### src/rtl/wb_elastic_latch.sv
// wb_elastic_latch: DEPTH-entry elastic FIFO carrying {data, reg_write_enable, write_addr} from cache to writeback.
// Optional WB_ELASTIC_BYPASS_EN adds a zero-latency combinational path from c_* to w_* while the FIFO is empty.
module wb_elastic_latch #(
    parameter int DATA_W = 32,
    parameter int ADDR_W = 32,
    parameter int DEPTH  = 4
) (
    input  logic                     clk_i,
    input  logic                     rst_i,
    input  logic                     kill_i,
    input  logic                     c_valid_i,
    output logic                     c_ready_o,
    input  logic [DATA_W-1:0]        c_data_i,
    input  logic                     c_reg_write_enable_i,
    input  logic [ADDR_W-1:0]        c_write_addr_i,
    output logic                     w_valid_o,
    input  logic                     w_ready_i,
    output logic [DATA_W-1:0]        w_data_o,
    output logic                     w_reg_write_enable_o,
    output logic [ADDR_W-1:0]        w_write_addr_o,
    output logic [$clog2(DEPTH):0]   count_o,
    output logic                     full_o,
    output logic                     empty_o
);
    localparam int PTR_W   = $clog2(DEPTH);
    localparam int ENTRY_W = DATA_W + 1 + ADDR_W;
    localparam logic [PTR_W:0] FULL_COUNT = (PTR_W + 1)'(DEPTH);

    logic [ENTRY_W-1:0] mem [DEPTH];
    logic [PTR_W-1:0]   wr_ptr;
    logic [PTR_W-1:0]   rd_ptr;
    logic [PTR_W:0]     count;
    logic               full;
    logic               empty;
    logic               push;
    logic               pop;
    logic               head_valid;
    logic [ENTRY_W-1:0] in_entry;
    logic [ENTRY_W-1:0] head_entry;
    logic [ENTRY_W-1:0] out_entry;

    assign full       = (count == FULL_COUNT);
    assign empty      = (count == '0);
    assign in_entry   = {c_data_i, c_reg_write_enable_i, c_write_addr_i};
    assign head_entry = mem[rd_ptr];
    // kill masks the head so a flushed write is never seen as consumed
    assign head_valid = !empty && !kill_i;
    assign pop        = head_valid && w_ready_i;

`ifdef WB_ELASTIC_BYPASS_EN
    logic bypass_active;
    logic bypass_take;

    assign bypass_active = empty && c_valid_i && !kill_i;
    assign bypass_take   = bypass_active && w_ready_i;
    // an entry consumed straight through the bypass is never written
    assign push          = c_valid_i && !full && !bypass_take;
`else
    assign push          = c_valid_i && !full;
`endif

    always_comb begin
        w_valid_o = head_valid;
        out_entry = empty ? '0 : head_entry;
`ifdef WB_ELASTIC_BYPASS_EN
        if (bypass_active) begin
            w_valid_o = 1'b1;
            out_entry = in_entry;
        end
`endif
    end

    assign {w_data_o, w_reg_write_enable_o, w_write_addr_o} = out_entry;

    assign count_o   = count;
    assign full_o    = full;
    assign empty_o   = empty;
    assign c_ready_o = !full;

    // Storage is deliberately not reset; empty masking hides stale contents.
    always_ff @(posedge clk_i) begin
        if (push && !kill_i) begin
            mem[wr_ptr] <= in_entry;
        end
    end

    always_ff @(posedge clk_i or posedge rst_i) begin
        if (rst_i) begin
            wr_ptr <= '0;
            rd_ptr <= '0;
            count  <= '0;
        end else if (kill_i) begin
            wr_ptr <= '0;
            rd_ptr <= '0;
            count  <= '0;
        end else begin
            if (push) begin
                wr_ptr <= wr_ptr + 1'b1;
            end
            if (pop) begin
                rd_ptr <= rd_ptr + 1'b1;
            end
            case ({push, pop})
                2'b10:   count <= count + 1'b1;
                2'b01:   count <= count - 1'b1;
                default: count <= count;
            endcase
        end
    end

endmodule
### config.mk
export PLATFORM = sky130hd
export DESIGN_NAME = wb_elastic_latch
export DESIGN_NICKNAME = d
export VERILOG_FILES = /design/src/rtl/wb_elastic_latch.sv
export SDC_FILE = /design/constraint.sdc
export NUM_CORES = 1
export LEC_CHECK = 0
export CORE_UTILIZATION = 32
export DETAILED_ROUTE_END_ITERATION = 8
export GPL_TIMING_DRIVEN = 0
export PLACE_DENSITY = 0.47
export RECOVER_POWER = 50
export SLEW_MARGIN = 20
export SYNTH_ARGS = -nofsm -noshare
export SYNTH_HDL_FRONTEND = slang
export SYNTH_SLANG_ARGS = --single-unit
### constraint.sdc
create_clock -name clk_i -period 3.9 [get_ports clk_i]
set_input_delay 0.78 -clock clk_i [delete_from_list [all_inputs] [get_ports clk_i]]
set_output_delay 0.78 -clock clk_i [all_outputs]
set_load 0.02 [all_outputs]
==> flow_summary_export.csv <==
group,metric,value,unit
run_status,run_status,"completed",
critical_path,r2r_setup_slack,1.11,ns
cells_and_area,final_core_util,42.4,%
synthesis,ys_ff_latch,267,
synthesis,synth_cell_types,37,
synthesis,synth_common_cells,"edfxtp_1 (260), mux4_2 (65), nor2b_1 (59), buf_2 (10), clkbuf_1 (8)",
floorplan,dieArea,33400,um^2
clock_tree,clock_latency,0.54,ns
cells_and_area,final_nets,733,
synthesis,yosys_most_used_dff,"edfxtp_1",
clock_tree,cts_root_buf,"clkbuf_16",
synthesis,synth_warnings,0,
synthesis,syn-mean-instance-area,21.7,um^2
critical_path,cp.required,3.12,ns
sta,max_freq,0.273,GHz
global_route,globalRouteOverflowTotal,0,
global_route,antenna_found_initial,4,
floorplan,rows,65,
sta,maxSlewViolCount,0,
pwr,p_leak,4.29,nW
synthesis,yosysTopAreaCell,"edfxtp_1",
sta,rsz0062_at_grt,"no",
synthesis,netlist_top_cells_area,"edfxtp_1 (75%), mux4_2 (14%), nor2b_1 (3.5%)",
global_route,grt_pass1_vias,5692,
critical_path,crit_arrival,2.88,ns
clock_tree,clock_path_buffers,3,
synthesis,netlist_instances,481,
sta,finalSetupViolCount,0,
clock_tree,cts_setup_buffers,0,
sta,setup_slack,0.236,ns
synthesis,yosysMostFrequentCell,"edfxtp_1",
floorplan,die_w,183,um
placement,dp.final_hpwl,13500,um
clock_tree,cts_sinks,267,
pwr,ir_drop,0.344,mV
synthesis,synth_top_area_share,74.7,%
synthesis,synthArstFlopShare,2.62,%
global_route,grt_max_degree,36,
floorplan,io_pins,142,
placement,io_buffer_count,141,
sta,worstMarginPinSlew,1.05,ns
global_route,grt_pass1_wl,33400,um
clock_tree,cts_made_buffers,30,
floorplan,core,31800,um^2
floorplan,die_y,183,um
synthesis,synth_seq_area_share,76.4,%
pwr,power_density,542,nW/um^2
critical_path,cp-start-kind,"flip-flop",
sta,slew_headroom,29.8,%
global_route,grt.total_usage,13.5,%
clock_tree,htree_levels,1,
sta,hold_ws,0.597,ns
cells_and_area,final_layout_size_suffix_gt1_share,21.3,%
worst_hold_path,min_path_type,"flip-flop to flip-flop",
placement,dpl_cell_area,12500,um^2
critical_path,crit_type,"flip-flop to output port",
critical_path,end_kind,"output port",
sta,fin_tns_setup,0,ns
routing,vias,5183,
clock_tree,tritoncts,"yes",
cells_and_area,fin_area,13500,um^2
routing,ant_nets,0,
cells_and_area,areaGrowthSynthToFinish,29.2,%
floorplan,start_util,32.9,%
placement,gp_congestion,0.743,
routing,drt_iter0_drc,291,
critical_path,cp_max_fo,10,
placement,place_ws,0.465,ns
synthesis,syn-cell-area,10400,um^2
flow_run,cap_violations,0,
sta,hold_viol_final,0,
clock_tree,ctsHoldBuffers,0,
routing,vias_per_cell,4.64,
sta,fin_crit,3.66,ns
routing,first_pass_iters,4,
routing,drc,0,
synthesis,synth_edf_count,260,
clock_tree,clkTransAtPathRegs,0.06,ns
routing,wl_per_cell,19.8,um
routing,routed_wl,22100,um
synthesis,synth_nets,556,
sta,skew,0.00653,ns
sta,finalCritPeriodShare,94.0,%
## flip-flops by register name (all words and copies together), names as in the netlist
register,count
count_o,3
rd_ptr,2
wr_ptr,2
mem,260
## timing repair
action                     4_1_cts  5_1_grt
pin swaps                        0        0
setup endpoints to repair        5        7
gates resized for setup          1        2
gates cloned                     0        0
## path summary, 6_finish.rpt
check / startpoint / end / depth (start not counted)
worst max-delay path: count_o[1] / w_data_o[15] / 6
worst min-delay path: wr_ptr[0] / wr_ptr[0] / 2
worst max register to register: count_o[1] / mem[1][3] / 6
worst min register to register: wr_ptr[0] / wr_ptr[0] / 2
max in group asynchronous: rst_i / rd_ptr[0] / 2
min in group asynchronous: rst_i / wr_ptr[0] / 2
## metal layers
layer,GRT usage (%),part of all wire [%],wire (um),vias up
li1,-,-,-,2306
met1,17.6,43,9560,2686
met2,22.5,49,10800,146
met3,3.39,6.1,1350,39
met4,3.36,1.8,391,6
met5,0,0.16,35,-
## cells by family (layout without fill, tap and decap cells)
kind of cell,after synthesis,count (layout),share of synthesized area [%]
flops,267,267,76.4
xor+xnor,3,3,0.252
fa+ha+maj,5,5,0.671
simple gates,89,89,5.33
other cells,0,1,0
mux,66,66,14.1
compound gates,16,16,1.03
buf+inv,35,236,2.18
## critical path: stages (launching register included)
cell and delay (ns):
dfrtp_1 0.43, buf_6 0.17, nor3_4 0.30, clkbuf_2 0.36, clkbuf_2 0.33, and2b_1 0.22
clkdlybuf4s50_1 0.53
## where the power goes
part | switching [W] | internal (W) | total [W]
combinational | 0.000678 | 0.000652 | 0.00133
clock | 0.00110 | 0.00162 | 0.00271
sequential | 0.0000250 | 0.00325 | 0.00327
## through the flow
stage	power, W	instances
2_1_floorplan	0.00410	481
4_1_cts	0.00745	1117
6_report	0.00731	1118
3_3_place_gp	0.00469	1057
5_1_grt	0.00762	1117
3_5_place_dp	0.00471	1061
## final cells by class
type | count | area [um^2]
Antenna cell | 1 | 2.50
Sequential cell | 267 | 7980
Tap cell | 435 | 544
Inverter | 7 | 26.3
Fill cell | 2814 | 18300
Clock inverter | 19 | 154
Buffer | 28 | 201
Clock buffer | 37 | 818
Multi-Input combinational cell | 179 | 2240
Timing Repair Buffer | 145 | 1520
## placed cells by master (no fill, tap or decap), drive strengths merged, types with 4 or more instances in the layout
cell / netlist / routed
clkdlybuf4s50: 0 / 71
nor2b: 59 / 59
ha: 4 / 4
mux4: 65 / 65
nor2: 7 / 7
dfrtp: 7 / 7
and2b: 6 / 6
clkinv: 0 / 13
buf: 19 / 21
clkbuf: 9 / 48
inv: 7 / 7
nand3: 4 / 4
dlygate4sd3: 0 / 70
clkinvlp: 0 / 4
edfxtp: 260 / 260
and2: 5 / 5
Power figures use the tool's default switching activity.
